File: config.mk
export PLATFORM = sky130hd
export DESIGN_NAME = max7219_ctrl
export DESIGN_NICKNAME = d
export VERILOG_FILES = /design/src/rtl/max7219_pkg.sv /design/src/rtl/max7219_ctrl_spi_tx16.sv /design/src/rtl/max7219_ctrl.sv
export SDC_FILE = /design/constraint.sdc
export NUM_CORES = 1
export LEC_CHECK = 0
export ABC_CLOCK_PERIOD_IN_PS = 4150
export CORE_MARGIN = 3
export CORE_UTILIZATION = 34
export CTS_CLUSTER_DIAMETER = 60
export CTS_CLUSTER_SIZE = 40
export DETAILED_ROUTE_END_ITERATION = 8
export PLACE_DENSITY_LB_ADDON = 0.2
export SETUP_SLACK_MARGIN = 0.5
export SLEW_MARGIN = 30
export SYNTH_ARGS = -nofsm -noshare
export SYNTH_HDL_FRONTEND = slang
export SYNTH_SLANG_ARGS = --single-unit
File: constraint.sdc
create_clock -name clock -period 4.15 [get_ports clock]
set_input_delay 0.83 -clock clock [delete_from_list [all_inputs] [get_ports clock]]
set_output_delay 0.83 -clock clock [all_outputs]
set_load 0.03 [all_outputs]
File: src/rtl/max7219_pkg.sv
// MAX7219 register map, Code-B constants and controller state types.
// Shared by the frame serializer and the frame sequencer.
package max7219_pkg;

  localparam logic [3:0] DIGIT0    = 4'h1;
  localparam logic [3:0] DIGIT1    = 4'h2;
  localparam logic [3:0] DIGIT2    = 4'h3;
  localparam logic [3:0] DIGIT3    = 4'h4;
  localparam logic [3:0] DIGIT4    = 4'h5;
  localparam logic [3:0] DIGIT5    = 4'h6;
  localparam logic [3:0] DIGIT6    = 4'h7;
  localparam logic [3:0] DIGIT7    = 4'h8;
  localparam logic [3:0] DECODE    = 4'h9;
  localparam logic [3:0] INTENSITY = 4'hA;
  localparam logic [3:0] SCANLIMIT = 4'hB;
  localparam logic [3:0] SHUTDOWN  = 4'hC;
  localparam logic [3:0] TEST      = 4'hF;

  localparam logic [3:0] CODEB_BLANK = 4'hF;

  typedef enum logic [1:0] {ST_INIT, ST_IDLE, ST_UPDATE} ctrl_state_t;
  typedef enum logic [1:0] {TX_IDLE, TX_LOAD, TX_SHIFT, TX_GAP} tx_state_t;

  function automatic logic [15:0] frame(input logic [3:0] addr, input logic [7:0] data);
    return {4'h0, addr, data};
  endfunction

endpackage

File: src/rtl/max7219_ctrl_spi_tx16.sv
// One 16-bit MAX7219 frame: LOAD (1) + SHIFT (32*CLK_DIV) + GAP (CLK_DIV) cycles.
// start is honoured only when idle or in the last GAP cycle (done), so frames chain gap-free.
module spi_tx16
  import max7219_pkg::*;
#(
  parameter int CLK_DIV = 4
) (
  input  logic        clock,
  input  logic        reset,
  input  logic        start,
  input  logic [15:0] word,
  output logic        done,
  output logic        sck,
  output logic        cs,
  output logic        din
);

  localparam int CW = (CLK_DIV > 1) ? $clog2(CLK_DIV) : 1;
  localparam logic [CW-1:0] CNT_LAST = CW'(CLK_DIV - 1);

  tx_state_t     state, state_nxt;
  logic [15:0]   sreg, sreg_nxt;
  logic [CW-1:0] cnt, cnt_nxt;
  logic          ph, ph_nxt;
  logic [3:0]    bitn, bitn_nxt;

  always_ff @(posedge clock or negedge reset) begin
    if (!reset) begin
      state <= TX_IDLE;
      sreg  <= '0;
      cnt   <= '0;
      ph    <= 1'b0;
      bitn  <= '0;
    end else begin
      state <= state_nxt;
      sreg  <= sreg_nxt;
      cnt   <= cnt_nxt;
      ph    <= ph_nxt;
      bitn  <= bitn_nxt;
    end
  end

  // ph selects the sck half-period; the word shifts at the end of each high half.
  always_comb begin
    state_nxt = state;
    sreg_nxt  = sreg;
    cnt_nxt   = cnt;
    ph_nxt    = ph;
    bitn_nxt  = bitn;
    case (state)
      TX_IDLE: begin
        if (start) begin
          state_nxt = TX_LOAD;
          sreg_nxt  = word;
        end
      end
      TX_LOAD: begin
        state_nxt = TX_SHIFT;
        cnt_nxt   = '0;
        ph_nxt    = 1'b0;
        bitn_nxt  = '0;
      end
      TX_SHIFT: begin
        if (cnt == CNT_LAST) begin
          cnt_nxt = '0;
          ph_nxt  = ~ph;
          if (ph) begin
            sreg_nxt = {sreg[14:0], 1'b0};
            bitn_nxt = bitn + 4'd1;
            if (bitn == 4'hF) state_nxt = TX_GAP;
          end
        end else begin
          cnt_nxt = cnt + 1'b1;
        end
      end
      TX_GAP: begin
        if (cnt == CNT_LAST) begin
          cnt_nxt = '0;
          if (start) begin
            state_nxt = TX_LOAD;
            sreg_nxt  = word;
          end else begin
            state_nxt = TX_IDLE;
          end
        end else begin
          cnt_nxt = cnt + 1'b1;
        end
      end
      default: state_nxt = TX_IDLE;
    endcase
  end

  always_comb begin
    done = (state == TX_GAP) && (cnt == CNT_LAST);
    cs   = !((state == TX_LOAD) || (state == TX_SHIFT));
    sck  = (state == TX_SHIFT) && ph;
    din  = ((state == TX_LOAD) || (state == TX_SHIFT)) && sreg[15];
  end

endmodule

File: src/rtl/max7219_ctrl.sv
// MAX7219 sequencer: 5-frame init after reset, then DIGIT_NUM+1 frames per accepted latch.
// Latency (DIGIT_NUM+1)*(1+33*CLK_DIV) cycles; latch during a sequence is held as one pending request.
module max7219_ctrl
  import max7219_pkg::*;
#(
  parameter int DIGIT_NUM = 8,
  parameter int CLK_DIV   = 4
) (
  input  logic                   clock,
  input  logic                   reset,
  input  logic                   latch,
  input  logic [4*DIGIT_NUM-1:0] num,
  input  logic [2:0]             dp,
  input  logic [3:0]             brightness,
  output logic                   busy,
  output logic                   sck,
  output logic                   cs,
  output logic                   din
);

  localparam logic [3:0] LAST_INIT = 4'd4;
  localparam logic [3:0] LAST_UPD  = 4'(DIGIT_NUM);

  ctrl_state_t            state, state_nxt;
  logic [3:0]             fidx, fidx_nxt;
  logic                   kick, kick_nxt;
  logic                   pend, pend_nxt;
  logic                   take;
  logic [4*DIGIT_NUM-1:0] num_snap;
  logic [2:0]             dp_snap;
  logic [3:0]             bri_snap;
  logic                   start, done;
  logic [15:0]            word;

  function automatic logic [15:0] init_word(input logic [3:0] idx, input logic [3:0] b);
    case (idx)
      4'd0:    return frame(SHUTDOWN, 8'h01);
      4'd1:    return frame(TEST, 8'h00);
      4'd2:    return frame(DECODE, 8'hFF);
      4'd3:    return frame(SCANLIMIT, 8'(DIGIT_NUM - 1));
      default: return frame(INTENSITY, {4'h0, b});
    endcase
  endfunction

  // Frame 0 is intensity; frame k drives digit register k with its nibble.
  function automatic logic [15:0] upd_word(input logic [3:0] idx, input logic [4*DIGIT_NUM-1:0] n,
                                           input logic [2:0] d, input logic [3:0] b);
    logic [3:0] k;
    logic       hit;
    if (idx == 4'd0) return frame(INTENSITY, {4'h0, b});
    k   = idx - 4'd1;
    hit = ({1'b0, d} == k);
    return frame(DIGIT0 + k, {hit, 3'b000, n[4*k +: 4]});
  endfunction

  always_ff @(posedge clock or negedge reset) begin
    if (!reset) begin
      state    <= ST_INIT;
      fidx     <= '0;
      kick     <= 1'b1;
      pend     <= 1'b0;
      num_snap <= '0;
      dp_snap  <= '0;
      bri_snap <= '0;
    end else begin
      state <= state_nxt;
      fidx  <= fidx_nxt;
      kick  <= kick_nxt;
      pend  <= pend_nxt;
      if (take) begin
        num_snap <= num;
        dp_snap  <= dp;
        bri_snap <= brightness;
      end
    end
  end

  always_comb begin
    state_nxt = state;
    fidx_nxt  = fidx;
    kick_nxt  = kick;
    take      = 1'b0;
    case (state)
      ST_INIT: begin
        kick_nxt = 1'b0;
        if (done) begin
          if (fidx == LAST_INIT) begin
            fidx_nxt = '0;
            if (pend || latch) begin
              state_nxt = ST_UPDATE;
              take      = 1'b1;
            end else begin
              state_nxt = ST_IDLE;
            end
          end else begin
            fidx_nxt = fidx + 4'd1;
          end
        end
      end
      ST_IDLE: begin
        if (latch) begin
          state_nxt = ST_UPDATE;
          fidx_nxt  = '0;
          take      = 1'b1;
        end
      end
      ST_UPDATE: begin
        if (done) begin
          if (fidx == LAST_UPD) begin
            fidx_nxt = '0;
            if (pend || latch) take = 1'b1;
            else state_nxt = ST_IDLE;
          end else begin
            fidx_nxt = fidx + 4'd1;
          end
        end
      end
      default: state_nxt = ST_INIT;
    endcase
    pend_nxt = take ? 1'b0 : (pend || (latch && (state != ST_IDLE)));
  end

  // The first update frame reads live inputs because the snapshot lands on the same edge.
  always_comb begin
    busy  = (state != ST_IDLE);
    start = ((state == ST_INIT) && kick) || take || (done && (state_nxt != ST_IDLE) && !take);
    if (state_nxt == ST_INIT) word = init_word(fidx_nxt, brightness);
    else if (take)            word = upd_word(4'd0, num, dp, brightness);
    else                      word = upd_word(fidx_nxt, num_snap, dp_snap, bri_snap);
  end

  spi_tx16 #(.CLK_DIV(CLK_DIV)) u_tx (
    .clock (clock),
    .reset (reset),
    .start (start),
    .word  (word),
    .done  (done),
    .sck   (sck),
    .cs    (cs),
    .din   (din)
  );

endmodule

# After elaboration in Yosys (flattened, before gate mapping)
# Cells that the tools add are included.
[totals] out_inout_bits=4 ff_bits=72 wordCells=117
[op_classes] n_reduce_logical=26 shift=1 n_eq_ne=20 bitwise_logic=1 muxes=52 addsub=5
[ops] op="$mux 16" count=8
[ops] op="$pmux 16 s3" count=1
[ops] op="$pmux 11 s4" count=1
[ops] op="$shiftx 32x7->4" count=1
[ops] op="$mux 4" count=7
[ops] op="$mux 2" count=13
[ops] op="$mux 1" count=14
[ops] op="$mux 12" count=1
[ops] op="$ne 2x1->1 const B" count=6
[ops] op="$pmux 4 s3" count=1
[ops] op="$add 4x1->4 const B" count=2
[ops] op="$eq 2x2->1 const B" count=4
[ops] op="$eq 4x2->1 const B" count=2
[ops] op="$eq 4x4->1 const B" count=2
[ops] op="$pmux 2 s4" count=1
[ops] op="$pmux 4 s2" count=1
[ops] op="$logic_and 1x1->1" count=7
[ops] op="$logic_not 2->1" count=3
[ops] op="$pmux 2 s3" count=1
[ops] op="$logic_or 1x1->1" count=5
[ops] op="$reduce_and 5->1" count=1
[ops] op="$add 1x4->4 const A" count=1
[ops] op="$eq 2x1->1 const B" count=2
[ops] op="$eq 3x4->1" count=1
[ops] op="17 further kinds" count=19

# Longest topological paths before layout
[logic_depth] depth_word=14 ltp_mapped=15 depth_no_buf=13

# Modules after synthesis
# A second synthesis with hierarchy kept.
[hier_totals] cells_unflattened=381 area_unflattened_um2=4226.6
[modules_own_cells] module="max7219_ctrl" instances=1 area_each_um2=2832.7 cells_each=247 seq_area_each_um2=1177.4
[modules_own_cells] module="spi_tx16" instances=1 area_each_um2=1393.8 cells_each=134 seq_area_each_um2=625.6

# Worst setup path after synthesis
# OpenSTA, ideal clock, no wires.
[synth_path] kind="input -> register" from="in latch" to="reg u_tx.sreg[3]" setup_slack_ns=0.986 t_arrival_ns=3.037 cell_stages=10 cell_sequence="nand3b_1 and2_1 a22o_1 buf_4 ha_1 buf_1 mux4_2 mux2_2 a31oi_1 o21ai_1"
[synth_between] elab_chain_len=12
[synth_lines] item="start, declared" line="max7219_ctrl.sv:11" text="input logic latch,"
[synth_lines] item="$mux 4 *" line="max7219_ctrl.sv:101" text="if (latch) begin"
[synth_lines] item="$pmux 4 s3 *" line="max7219_ctrl.sv:83" text="case (state)"
[synth_lines] item="via fidx_nxt[0]" line="max7219_ctrl.sv:25" text="logic [3:0] fidx, fidx_nxt;"
[synth_lines] item="branches (longest 6 deep; another with $sub 4x1->4)"
[synth_lines] item="$mux 16 *" line="max7219_ctrl.sv:127" text="if (state_nxt == ST_INIT) word = init_word(fidx_nxt, brightness);"
[synth_lines] item="$mux 16 *" line="max7219_ctrl_spi_tx16.sv:52, max7219_ctrl_spi_tx16.sv:79"
[synth_lines] item="$mux 16" line="max7219_ctrl_spi_tx16.sv:77" text="if (cnt == CNT_LAST) begin"
[synth_lines] item="$pmux 16 s3 *" line="max7219_ctrl_spi_tx16.sv:50" text="case (state)"
[synth_lines] item="end signal, assigned" line="max7219_ctrl_spi_tx16.sv:36" text="sreg <= sreg_nxt;"
[synth_lines] item="end, declared" line="max7219_ctrl_spi_tx16.sv:22" text="logic [15:0] sreg, sreg_nxt;"
# Mark *: on every way through the listed nets, which the timed path passes. The select of a mux whose other input is x is not followed.
# A chain may end at the register's enable or synchronous reset.

# Final worst setup path
[layout_path] from="in latch" to="reg u_tx.sreg[7]"
[layout_between] elab_chain_len=12
[layout_lines] item="branches (longest 9 deep; another with $sub 4x1->4)"
[layout_lines] item="$mux 16 *" line="max7219_ctrl_spi_tx16.sv:52, max7219_ctrl_spi_tx16.sv:79"
[layout_lines] item="$mux 16" line="max7219_ctrl_spi_tx16.sv:77"
[layout_lines] item="$pmux 16 s3 *" line="max7219_ctrl_spi_tx16.sv:50"
# Mark *: on every way between the ends. The select of a mux whose other input is x is not followed.

==> flow_summary.ini <==
[finish]
postLayoutCoreUtil_pct = 44.1
area_delta_synth_final_pct = 23.1
layout-drive-gt1-share_pct = 12.1
antenna-diode-count = 0
post-route-cell-area_um2 = 4910
fin_nets = 536

[drt]
avgRoutedWirePerCell_um = 15.3
postRouteAntennaNets = 0
first_pass_iters = 4
drtIter0Drc = 203
route.detailed.drc = 0
avgViaCountPerCell = 5.14
routed_wl_um = 9550
vias = 3220

[worst_hold_path]
min-delay-start = num_snap[12]
holdPathStages = 2
hold_class = flop to flop
whs_endpoint = num_snap[12]

[clock_network]
clk_path_buf_depth = 2
cts_buffers = 9
post-cts-setup-buffers = 0
post_cts_resized = 0
cts_hold_buf = 0
cts_sinks = 72
cts_tree = yes
root_buffer = clkbuf_16
clk_latency_ns = 0.33
clk_pin_slew_ns = 0.06
htreeDepth = 3

[yosys]
synthAdderAreaFrac_pct = 4.08
synthArstFlopShare_pct = 100
synth.area.mux_share_pct = 6.15
post_synth_num_cell_types = 66
synth_compound_area_share_pct = 14.0
yosys_warnings = 0
syn_area_um2 = 3990
synth_nets = 493
synthSimpleGateAreaFrac_pct = 24.9
synth_area_per_cell_um2 = 9.10
yosysSeqAreaShare_pct = 45.2
synth_edf_count = 0
synthFlopType = dfrtp_1
synthCells = 438
synth_top_family_by_area = simple AND/OR/NAND/NOR gates
synth_xor_area_share_pct = 2.14
synth_seq_cells = 72

[setup_path]
worstRegToRegCells = 13
crit_type = input port to flop
endpoint_kind = flop
worstPathArrival_ns = 3.69
reg2reg_slack_ns = 1.08
required_ns = 4.40
crit_path_start_kind = input port
path_max_fanout = 8
reg2reg_from = fidx[0]
rr_endpoint = u_tx.sreg[2]

[global_routing]
grt-ovfl-total = 0
grt_max_degree = 44
antenna_found_initial = 0
met1_usage_pct = 20.4
grt_pass1_vias = 3201
busiest_layer = met2
grt_usage_pct = 15.5
grt_pass1_wl_um = 16100
met3_usage_pct = 3.75
met2_usage_pct = 25.2

[timing]
tns_ns = 0
setup_viol = 0
drv_slew = 0
relSlewSlack_pct = 47.4
fin_hold_ws_ns = 0.464
period_needed_ns = 3.43
fin_crit_sh_pct = 82.7
hold_viol = 0
tightest_slew_ns = 0.789
rsz0062_at_grt = no
fin_skew_ns = 0.00573
worst_slack_ns = 0.717
fmax_ghz = 0.291

[die]
placeableCoreArea_um2 = 11100
dieArea_um2 = 13100
start_util_pct = 35.8
die_h_um = 114
num_rows = 38
pin_count = 46
die_w_um = 114

[pwr]
max-vdd-ir-drop_mv = 0.222
leakagePower_nw = 2.27
powerDensity_nw_per_um2 = 343

[placement]
dpl.hpwl_um = 7020
place_ws_ns = 0.209
placed_area_um2 = 4580
gp_congestion = 0.933
portBuffers = 45

[flow_run]
cap_violations = 0

[outcome]
status = finished, final reports clean
[layout by cell type, fill, tap and decap left out, types with 3 or more instances in the layout]
cell type and instances:
o31a_1 3, a221oi_1 4, mux4_2 8, a31oi_1 6, ha_1 11, clkbuf_16 9, o21ai_0 17, a22oi_1 4
nor3_1 10, nand4_1 4, inv_1 16, a21oi_1 6, and2_1 3, nor2_1 22, nand2b_1 4, xnor2_1 3
clkdlybuf4s50_1 44, dfrtp_1 71, nand3_1 11, nand2_1 151, buf_4 6, and3_1 3, mux2_2 4, xor2_1 3
[worst max-delay path, stage by stage]
cell and delay [ns]:
clkdlybuf4s50_1 0.54, nand3b_1 0.22, and2_1 0.29, a22o_2 0.38, inv_1 0.19, ha_1 0.26
inv_1 0.07, or4_4 0.57, and3_1 0.20, o22ai_2 0.13
[worst max-delay path by stage]
stage                      from      endpoint  slack, ns  cells past startpoint
after floorplan           latch  u_tx.sreg[3]       0.99                     10
after CTS                 latch  u_tx.sreg[3]       0.55                     10
after global placement    latch  u_tx.sreg[3]       0.28                     10
final                     latch  u_tx.sreg[7]       0.72                     10
after detailed placement  latch  u_tx.sreg[3]       0.21                     10
after global routing      latch  u_tx.sreg[3]       0.54                      9
[registers in the layout, indices dropped and copies added, names as in the netlist]
signal / flops
bri_snap: 4
dp_snap: 3
fidx: 4
kick: 1
num_snap: 32
pend: 1
state: 2
u_tx.bitn: 4
u_tx.cnt: 2
u_tx.ph: 1
u_tx.sreg: 16
u_tx.state: 2
[cells in the mapped netlist, types with 3 or more instances]
master / number / area share (%)
nand3_1: 11 / 1.4
nand2_1: 151 / 14
mux4_2: 8 / 4.5
nor3_1: 10 / 1.3
xnor2_1: 3 / 0.66
o31ai_1: 3 / 0.57
a31oi_1: 6 / 0.94
o21ai_0: 17 / 2.1
a21oi_1: 6 / 0.75
nand2b_1: 4 / 0.63
a221oi_1: 4 / 0.88
nand4_1: 4 / 0.63
inv_1: 16 / 1.5
xor2_1: 3 / 0.66
dfrtp_1: 71 / 45
and2_1: 3 / 0.47
and3_1: 3 / 0.47
ha_1: 13 / 4.1
buf_2: 5 / 0.63
mux2_2: 4 / 1.1
o31a_1: 3 / 0.66
nor2_1: 22 / 2.1
a22oi_1: 4 / 0.75
clkbuf_1: 11 / 1.0
[power breakdown]
part / switching, mW / internal [mW]
Clock: 0.304 / 0.484
Sequential: 0.0299 / 0.748
Combinational: 0.0489 / 0.0678
[per-layer routing]
metal / up-vias / part of all wire, %
li1: 1600 / -
met4: 0 / 0.73
met1: 1522 / 45
met3: 8 / 4.7
met2: 90 / 50
met5: - / 0
[logic make-up (layout without fill, tap and decap cells)]
family | after synthesis | count (layout)
buf+inv | 35 | 83
flops | 72 | 72
simple gates | 224 | 224
compound gates | 72 | 72
fa+ha+maj | 13 | 13
mux | 14 | 14
xor+xnor | 8 | 8
[per-stage QoR]
stage / power, mW / cells
5_1_grt: 1.75 / 626
3_3_place_gp: 0.909 / 610
6_report: 1.68 / 626
4_1_cts: 1.71 / 626
2_1_floorplan: 0.831 / 438
3_5_place_dp: 0.912 / 610
[cell type report]
cell class | instances | area, um^2
clock buffers | 10 | 239
inverters | 16 | 60.1
clock inverters | 6 | 66.3
well taps | 140 | 175
fillers | 1121 | 6220
multi-input cells | 331 | 2070
repair buffers | 51 | 490
flip-flops and latches | 72 | 1800
Power figures use the tool's default switching activity.
